<file path="src/rtl/uart_rx_core_if.sv">
// uart_rx_core_if: serial line, host handshake and status bundle for the UART receiver
interface uart_rx_core_if;
  logic       rxd;
  logic       rdrf_clr;
  logic [7:0] rx_data;
  logic       rdrf;
  logic       fe;
  logic       oe;
  logic       pe;
  modport master (output rxd, rdrf_clr, input rx_data, rdrf, fe, oe, pe);
  modport slave  (input rxd, rdrf_clr, output rx_data, rdrf, fe, oe, pe);
endinterface

</file>
<file path="src/rtl/uart_rx_core.sv">
// uart_rx_core: 16x-oversampled 8N1 receiver with rdrf/fe/oe flags; even parity frame when UART_RX_PARITY_EN is defined
module uart_rx_core #(
  parameter int BAUD_DIV = 27
) (
  input logic           clk,
  input logic           clr,
  uart_rx_core_if.slave bus
);
`ifdef UART_RX_PARITY_EN
  typedef enum logic [2:0] {S_IDLE, S_START, S_DATA, S_PARITY, S_STOP} state_t;
  localparam state_t S_AFTER_DATA = S_PARITY;
`else
  typedef enum logic [2:0] {S_IDLE, S_START, S_DATA, S_STOP} state_t;
  localparam state_t S_AFTER_DATA = S_STOP;
`endif
  state_t      r_state;
  logic [1:0]  r_sync;
  logic [15:0] r_tcnt;
  logic [3:0]  r_scnt;
  logic [2:0]  r_bcnt;
  logic [7:0]  r_shift;
  logic [7:0]  r_rx_data;
  logic        r_rdrf;
  logic        r_fe;
  logic        r_oe;
  logic        w_rxs;
  logic        w_tick;
`ifdef UART_RX_PARITY_EN
  logic        r_perr;
  logic        r_pe;
`endif
  assign w_rxs  = r_sync[1];
  assign w_tick = (r_state != S_IDLE) && (r_tcnt == 16'(BAUD_DIV - 1));
  assign bus.rx_data = r_rx_data;
  assign bus.rdrf    = r_rdrf;
  assign bus.fe      = r_fe;
  assign bus.oe      = r_oe;
`ifdef UART_RX_PARITY_EN
  assign bus.pe      = r_pe;
`else
  assign bus.pe      = 1'b0;
`endif
  // two-flop synchroniser for the asynchronous line; resets to the idle level
  always_ff @(posedge clk or negedge clr)
    if (!clr) r_sync <= 2'b11;
    else      r_sync <= {r_sync[0], bus.rxd};
  // receive FSM: oversample timing, bit assembly, frame completion and host flags
  always_ff @(posedge clk or negedge clr) begin
    if (!clr) begin
      r_state   <= S_IDLE;
      r_tcnt    <= '0;
      r_scnt    <= '0;
      r_bcnt    <= '0;
      r_shift   <= '0;
      r_rx_data <= '0;
      r_rdrf    <= 1'b0;
      r_fe      <= 1'b0;
      r_oe      <= 1'b0;
`ifdef UART_RX_PARITY_EN
      r_perr    <= 1'b0;
      r_pe      <= 1'b0;
`endif
    end else begin
      r_tcnt <= (r_state == S_IDLE || w_tick) ? '0 : r_tcnt + 16'd1;
      if (bus.rdrf_clr) begin
        r_rdrf <= 1'b0;
        r_fe   <= 1'b0;
        r_oe   <= 1'b0;
`ifdef UART_RX_PARITY_EN
        r_pe   <= 1'b0;
`endif
      end
      case (r_state)
        S_IDLE:
          if (!w_rxs) begin
            r_state <= S_START;
            r_scnt  <= '0;
          end
        // mid start bit decides between a real frame and a glitch
        S_START:
          if (w_tick) begin
            r_scnt <= (r_scnt == 4'd7) ? '0 : r_scnt + 4'd1;
            if (r_scnt == 4'd7) begin
              r_state <= w_rxs ? S_IDLE : S_DATA;
              r_bcnt  <= '0;
            end
          end
        S_DATA:
          if (w_tick) begin
            r_scnt <= r_scnt + 4'd1;
            if (r_scnt == 4'd15) begin
              r_shift <= {w_rxs, r_shift[7:1]};
              r_bcnt  <= r_bcnt + 3'd1;
              if (r_bcnt == 3'd7) r_state <= S_AFTER_DATA;
            end
          end
`ifdef UART_RX_PARITY_EN
        S_PARITY:
          if (w_tick) begin
            r_scnt <= r_scnt + 4'd1;
            if (r_scnt == 4'd15) begin
              r_perr  <= ^{r_shift, w_rxs};
              r_state <= S_STOP;
            end
          end
`endif
        // mid stop bit: deliver the byte (a coincident host clear loses to the new frame)
        S_STOP:
          if (w_tick) begin
            r_scnt <= r_scnt + 4'd1;
            if (r_scnt == 4'd15) begin
              r_state <= S_IDLE;
              if (!r_rdrf || bus.rdrf_clr) begin
                r_rx_data <= r_shift;
                r_rdrf    <= 1'b1;
                r_fe      <= !w_rxs;
                r_oe      <= 1'b0;
`ifdef UART_RX_PARITY_EN
                r_pe      <= r_perr;
`endif
              end else begin
                r_oe <= 1'b1;
              end
            end
          end
        default: r_state <= S_IDLE;
      endcase
    end
  end
endmodule
</file>
<file path="src/flat_wrapper.sv">
// flat-port wrapper written by rule: the top's interface ports become plain ports
module uart_rx_core_flat 
#(
  parameter int BAUD_DIV = 27
)
  (clk, clr, bus_rxd, bus_rdrf_clr, bus_rx_data, bus_rdrf, bus_fe, bus_oe, bus_pe);
  uart_rx_core_if bus_i ();
  input logic clk;
  input logic clr;
  input wire logic [$bits(bus_i.rxd)-1:0] bus_rxd;
  input wire logic [$bits(bus_i.rdrf_clr)-1:0] bus_rdrf_clr;
  output wire logic [$bits(bus_i.rx_data)-1:0] bus_rx_data;
  output wire logic [$bits(bus_i.rdrf)-1:0] bus_rdrf;
  output wire logic [$bits(bus_i.fe)-1:0] bus_fe;
  output wire logic [$bits(bus_i.oe)-1:0] bus_oe;
  output wire logic [$bits(bus_i.pe)-1:0] bus_pe;
  assign bus_i.rxd = bus_rxd;
  assign bus_i.rdrf_clr = bus_rdrf_clr;
  assign bus_rx_data = bus_i.rx_data;
  assign bus_rdrf = bus_i.rdrf;
  assign bus_fe = bus_i.fe;
  assign bus_oe = bus_i.oe;
  assign bus_pe = bus_i.pe;
  uart_rx_core #(.BAUD_DIV(BAUD_DIV)) u_core (.clk(clk), .clr(clr), .bus(bus_i));
endmodule
</file>
<file path="config.mk">
export PLATFORM = sky130hd
export DESIGN_NAME = uart_rx_core_flat
export DESIGN_NICKNAME = d
export VERILOG_FILES = /design/src/rtl/uart_rx_core_if.sv /design/src/rtl/uart_rx_core.sv /design/src/flat_wrapper.sv
export SDC_FILE = /design/constraint.sdc
export NUM_CORES = 1
export LEC_CHECK = 0
export ABC_AREA = 1
export CORE_MARGIN = 4
export CORE_UTILIZATION = 40
export CTS_CLUSTER_DIAMETER = 100
export DETAILED_ROUTE_END_ITERATION = 6
export PLACE_DENSITY = 0.64
export SYNTH_ARGS = -nofsm -noshare
export SYNTH_HDL_FRONTEND = slang
export SYNTH_SLANG_ARGS = --single-unit
</file>
<file path="constraint.sdc">
create_clock -name clk -period 3.25 [get_ports clk]
set_clock_uncertainty 0.15 [all_clocks]
set_input_delay 0.8125 -clock clk [delete_from_list [all_inputs] [get_ports clk]]
set_output_delay 0.8125 -clock clk [all_outputs]
set_load 0.005 [all_outputs]
</file>
==> impl_results.md, run 1 <==
* CTS tree: done
* Seq/Total Area, Yosys at 0.497
* Cts hold-fix bufs at 0
* CTS H-tree depth at 2
* Site Rows at 27
* HPWL Detailed at about 3000 microns
* Clk root buf: clkbuf_8
* FF+latch count, synth at 46
* Fin crit share at 0.656
* Max-Cap Viols at 0
* Max_slew headroom at 0.330
* Synth Flop Type: dfrtp_1
* Final Non-Filler Cells at 369
* Dpl cells at ~360
* Final instance area at 0.00263 sq mm
* Clk sink count at 46
* Post-Syn Area per Cell at 8.35 sq um
* Placed Area at 0.00252 sq mm
* Final Hold Viols at 0
* Fin Setup TNS at 0 ps
* Fin. max-slew vios at 0
* Most common cell after layout, fill and taps aside: nand2_1
* N_diodes at 0
* Clock buffer depth at 2
* Most frequent cells in the layout: 75 x nand2_1, 44 x dfrtp_1, 36 x inv_1
* Remaining antenna violation count at 0
* Drt drc at 0
* Syn Nets at 292
* FF-to-FF path depth at 8
* Crit path depth at 1
* Kind of critical path: reg -> out
* Min-Delay Path Class: reg -> reg
* Initial antenna violation count at 0
* # port buffers at 14
* Ys async rst share at 1.00
* Final setup violation count at 0
* Fmax at 469 MHz
* Die area at between 0.007 and 0.008 sq mm
* Worst-skew pair later-pin latency at approximately 290 ps
* Gp weighted congestion at 0.783
* Status: finished clean
* Tmin final at approximately 2100 ps
* Pleak at 1.30 nW
* Clk slew on worst S/H paths at 90 ps
* GR Overflow Total at 0
* # IOs at 16
* PD cells at around 380 mW/mm^2
* Routed via count at roughly 1700
* EDFF count, synth at 0
* First-pass GRT wire length at slightly above 7000 microns
* Initial DRC count at 82
* Die Width at around 84 microns
* Power Total at 0.00101 W
* Crit Path Max Fanout at 2
* Post-CTS setup buffer count at 0
* Slowest cell delay on critical path at 510 ps
* Starting Density at 0.416
* DRT Pass-1 Iters at 4
* WHS at 220 ps
* DIE HEIGHT at 84.2 microns
* Vias in the first global route at roughly 1700
* Synth Cell Area at 0.00232 sq mm
* Largest net degree at the start of global routing at 47
* GRT Overall Usage at 0.122
* Critical path arrival at 1170 ps
* CP max stage cell: clkdlybuf4s50_1
* Register-to-Register Setup Slack at 1230 ps
* Crit path max-delay family: buffers and inverters
* Post-synth cell types at 31
* Layout overhead on the synthesized area at 13.2%
* Unrepaired setup endpoints after global routing: false
* Worst Setup End Kind: primary output
* Ys Warns at 0
* CP startpoint kind: flop
* Routed len/inst at 10.8 microns
* Core area at 0.00557 sq mm
* Cells after Synth at 278
* Drt total wl at between 4000 and 5000 microns
* NumNets Final at 310
* Worst vdd ir at 0.243 mV
* Tightest Pin Transition at between 1000 and 1500 ps
* Share of post-route cells with drive strength above 1 at 0.0909
* Post-CTS Resized at 0
* Cell Chain, Critical Path: clkdlybuf4s50_1
* Via density at between 4 and 5
* Req. time, crit path at between 2000 and 2500 ps
* Worst Hold Depth at 0
* CTS buffer count at 5
* CP bufs+invs at 1
-- through the flow --
step           worst slack (ps)   util
2_1_floorplan              1510      -
3_3_place_gp               1110  0.452
3_5_place_dp               1080  0.452
4_1_cts                    1100  0.471
5_1_grt                     988  0.471
6_report                   1120  0.471
-- cell families after synthesis --
kind of cell    after synthesis  share of synthesized area
compound gates               44                      0.113
buf+inv                      40                     0.0733
simple gates                135                      0.254
fa+ha+maj                    10                     0.0539
flops                        46                      0.497
other cells                   1                    0.00162
xor+xnor                      2                    0.00755
-- area by class of cell --
class,count,area (sq um)
fill,553,2950
sequential,46,1150
multi-input combinational,192,997
timing repair buffer,15,143
inverter,36,135
tap,72,90.1
clock buffer,5,68.8
clock inverter,3,40.0
-- state kept, by name, indices dropped and copies added, names as in the netlist --
name	count
u_core.r_sync	2
u_core.r_bcnt	3
u_core.r_tcnt	16
u_core.r_state	2
u_core.bus.oe	1
u_core.bus.rx_data	8
u_core.r_scnt	4
u_core.bus.fe	1
u_core.r_shift	8
u_core.bus.rdrf	1
-- per-layer routing --
metal,global-route usage,vias up,part of all wire
met1,0.156,787,0.49
met5,0,-,0
met4,0.0439,0,0.0095
met2,0.202,26,0.46
li1,-,922,-
met3,0.0304,2,0.033
-- power breakdown --
part           switching, W  internal [W]
clock network      0.000188      0.000226
logic             0.0000130    0.00000303
registers       0.000000579      0.000574
-- final timing paths --
check,end,from
worst max-delay path,bus_rx_data[6],u_core.bus.rx_data[6]
worst min register to register,u_core.r_sync[1],u_core.r_sync[0]
worst min-delay path,u_core.r_sync[1],u_core.r_sync[0]
worst max register to register,u_core.r_scnt[1],u_core.r_state[0]
min in group asynchronous,u_core.r_shift[1],clr
max in group asynchronous,u_core.r_bcnt[2],clr
-- cell usage after synthesis, types with 2 or more instances --
cell type,count,share of area
nand2_1,75,0.12
dfrtp_1,44,0.47
inv_1,36,0.058
nor2_1,28,0.045
nand3_1,16,0.035
a21oi_1,15,0.032
ha_1,10,0.054
o21ai_0,10,0.022
o21ai_2,8,0.030
o21ai_1,7,0.015
nor3_1,4,0.0086
buf_6,2,0.0097
dfstp_2,2,0.023
nand3b_1,2,0.0065
nand4_1,2,0.0054
nor2_4,2,0.0097
(Power assumes the default switching activity.)
==> inputs of run 2 (changes only) <==
--- a/config.mk
+++ b/config.mk
@@ -10,7 +10,7 @@
 export CORE_UTILIZATION = 40
 export CTS_CLUSTER_DIAMETER = 100
 export DETAILED_ROUTE_END_ITERATION = 6
-export PLACE_DENSITY = 0.64
+export PLACE_DENSITY = 0.66
 export SYNTH_ARGS = -nofsm -noshare
 export SYNTH_HDL_FRONTEND = slang
 export SYNTH_SLANG_ARGS = --single-unit
==> constraint.sdc (replaced) <==
create_clock -name clk -period 1.8 [get_ports clk]
set_clock_uncertainty 0.15 [all_clocks]
set_input_delay 0.45 -clock clk [delete_from_list [all_inputs] [get_ports clk]]
set_output_delay 0.45 -clock clk [all_outputs]
set_load 0.005 [all_outputs]
==> run 2 against run 1 <==
- the run now ends with setup timing left
- cell count increased by 6.8%
- die area unchanged
- global-route usage increased by 1.0 points
- clock power increased by 53%
- critical path depth increased by 9
- worst setup slack got worse by 1100 ps
- non-clock buffer count increased by 25
- first-iteration DRC count decreased by 52%
- utilization increased by 5.5 points
- register-to-register slack got worse by 1200 ps
==> impl_results.md, run 2 (synthesis gave the netlist of run 1 again) <==
* Cell Chain, Critical Path: inv_1, ha_2, nand4_1, nor2_1, nand3_2, nor2_4, nand3_4, buf_12, nand2_1, o21ai_2 (was clkdlybuf4s50_1)
* Sequential fraction of design power at 0.607 (was 0.571)
* Remaining antenna violation count at 0 (unchanged)
* Setup slack after layout at -8.97 ps (was 1120 ps)
* Share of post-route cells with drive strength above 1 at 0.224 (was 0.0909)
* Status: finished with violations (was finished clean)
* Fmax at 553 MHz
* Core area at 0.00557 sq mm (unchanged)
* Pleak at 1.55 nW (was 1.30 nW)
* GRT Overall Usage at 0.132 (was 0.122)
* Die Width at 84.2 microns (unchanged)
* Worst-skew pair later-pin latency at 300 ps (was 290 ps)
* Crit path max-delay family: simple AND/OR/NAND/NOR gates (was buffers and inverters)
* Die area at 0.00709 sq mm (unchanged)
* CP bufs+invs at 2 (was 1)
* First-pass GRT wire length at 7740 microns (was 7150 microns)
* Clk pwr share at 0.372 (was 0.413)
* Clk sink count at 46 (unchanged)
* Worst vdd ir at 0.389 mV (was 0.243 mV)
* Final Non-Filler Cells at 394 (was 369)
* CTS buffer count at 5 (unchanged)
* Dpl cells at 376 (was 361)
* # IOs at 16 (unchanged)
* DIE HEIGHT at 84.2 microns (unchanged)
* Most frequent cells in the layout: 68 x nand2_1, 44 x dfrtp_1, 35 x inv_1 (was 75 x nand2_1, 44 x dfrtp_1, 36 x inv_1)
* N_diodes at 0 (unchanged)
* Drt total wl at 4450 microns (was 4000 microns)
* Net Sw Power at 0.000388 W (was 0.000202 W)
* Switch share at 0.227 (was 0.201)
* Site Rows at 27 (unchanged)
* Max-Cap Viols at 0 (unchanged)
* Fin Setup TNS at -35.2 ps (was 0 ps)
* Slowest cell delay on critical path at 410 ps (was 510 ps)
* # port buffers at 14 (unchanged)
* Met3 Wirelength at 159 microns (was 134 microns)
* Final Hold Viols at 0 (unchanged)
* Via density at 4.75 (was 4.71)
* HPWL Detailed at 3090 microns (was 2930 microns)
* Starting Density at 0.416 (unchanged)
* Gp weighted congestion at 0.795 (was 0.783)
* GR Overflow Total at 0 (unchanged)
* Unrepaired setup endpoints after global routing: true (was false)
* NumNets Final at 335 (was 310)
* Crit Path Max Fanout at 16 (was 2)
* Clk slew on worst S/H paths at 90 ps (about the same)
* CP max stage cell: dfrtp_1 (was clkdlybuf4s50_1)
* Tmin final at 1810 ps
* Worst Setup End Kind: flop (was primary output)
* Metal-1 WL at 2140 microns (was 1980 microns)
* Placed Area at 0.00264 sq mm (was 0.00252 sq mm)
* Met2 wire len at 2110 microns (was 1860 microns)
* CTS tree: done (unchanged)
* Layout overhead on the synthesized area at 26.4% (was 13.2%)
* Min-Delay Path Class: reg -> reg (unchanged)
* Routed via count at 1870 (was 1737)
* Failing checks: setup timing
* Util after Layout at 0.526 (was 0.471)
* CTS H-tree depth at 2 (unchanged)
* Clk root buf: clkbuf_8 (unchanged)
* Critical path arrival at 1860 ps (was 1170 ps)
* Initial antenna violation count at 0 (unchanged)
* Final setup violation count at 6 (was 0)
* Fin crit share at 1.00
* Top reg by flops: u_core.r_tcnt (unchanged)
* PD cells at 583 mW/mm^2 (was 383 mW/mm^2)
* CP startpoint kind: flop (unchanged)
* Routed len/inst at 11.3 microns (was 10.8 microns)
* Most common cell after layout, fill and taps aside: nand2_1 (unchanged)
* Max FFs per register at 16 (unchanged)
* Vias in the first global route at 1779 (was 1665)
* Final instance area at 0.00293 sq mm (was 0.00263 sq mm)
* Largest net degree at the start of global routing at 47 (unchanged)
* DRT Pass-1 Iters at 4 (unchanged)
* Initial DRC count at 39 (was 82)
* Logic gate share of total power at 0.022 (was 0.016)
* Internal Power at 0.00132 W (was 0.000803 W)
* Req. time, crit path at 1850 ps (was 2290 ps)
* Drt drc at 0 (unchanged)
* Kind of critical path: reg -> reg (was reg -> out)
* Fin. max-slew vios at 0 (unchanged)
* DR top layer: met4 (unchanged)
* Clock buffer depth at 2 (unchanged)
run 2: power groups by stage:
stage                     clock network [W]  registers [W]   logic (W)
final                              0.000635        0.00104   0.0000372
after global placement                    0        0.00106   0.0000372
after floorplan                           0        0.00106  0.00000492
after detailed placement                  0        0.00106   0.0000376
after global routing               0.000710        0.00104   0.0000439
after CTS                          0.000663        0.00104   0.0000395
run 2: path summary, 6_finish.rpt:
check | startpoint | end | slack (ps) | cells after the start
setup / recovery | u_core.r_tcnt[0] | u_core.bus.rx_data[6] | -9 | 10
hold / removal | u_core.r_sync[0] | u_core.r_sync[1] | 210 | 0
setup reg to reg | u_core.r_tcnt[0] | u_core.bus.rx_data[6] | -9 | 10
hold reg to reg | u_core.r_sync[0] | u_core.r_sync[1] | 210 | 0
max in group asynchronous | clr | u_core.r_sync[1] | 740 | 3
min in group asynchronous | clr | u_core.bus.rx_data[4] | 490 | 3
run 2: layer usage:
| layer | vias up | global-route usage |
|---|---|---|
| met5 | - | 0 |
| met4 | 0 | 0.0482 |
| met3 | 4 | 0.0294 |
| met2 | 26 | 0.208 |
| met1 | 876 | 0.180 |
| li1 | 964 | - |
run 2: timing repair:
action / in CTS / in global routing
resized for setup: 1 / 32
pin swaps: 3 / 7
endpoints found under the setup margin: 12 / 42
hold endpoints to repair: 44 / 0
hold buffers: 1 / 0
setup buffers: 1 / 8
run 2: layout make-up:
type	count	area (sq um)
clock buffers	5	68.8
repair buffers	40	380
well taps	72	90.1
fillers	538	2640
inverters	36	135
clock inverters	3	21.3
flip-flops and latches	46	1150
multi-input cells	192	1080
run 2: stage by stage:
stage / setup slack, ps / total power (W) / hold slack (ps)
6_report: -8.97 / 0.00171 / 213
5_1_grt: -100 / 0.00179 / 219
4_1_cts: 0.798 / 0.00174 / 213
3_5_place_dp: -27.8 / 0.00110 / 199
3_3_place_gp: 31.8 / 0.00110 / 200
2_1_floorplan: 62.9 / 0.00106 / 4.41
==> inputs of run 3 (changes only) <==
--- a/config.mk
+++ b/config.mk
@@ -6,6 +6,7 @@
 export NUM_CORES = 1
 export LEC_CHECK = 0
 export ABC_AREA = 1
+export CAP_MARGIN = 20
 export CORE_MARGIN = 4
 export CORE_UTILIZATION = 40
 export CTS_CLUSTER_DIAMETER = 100
==> results of run 3 <==
Same layout as run 2: the final DEF is identical, and so are final timing and power.
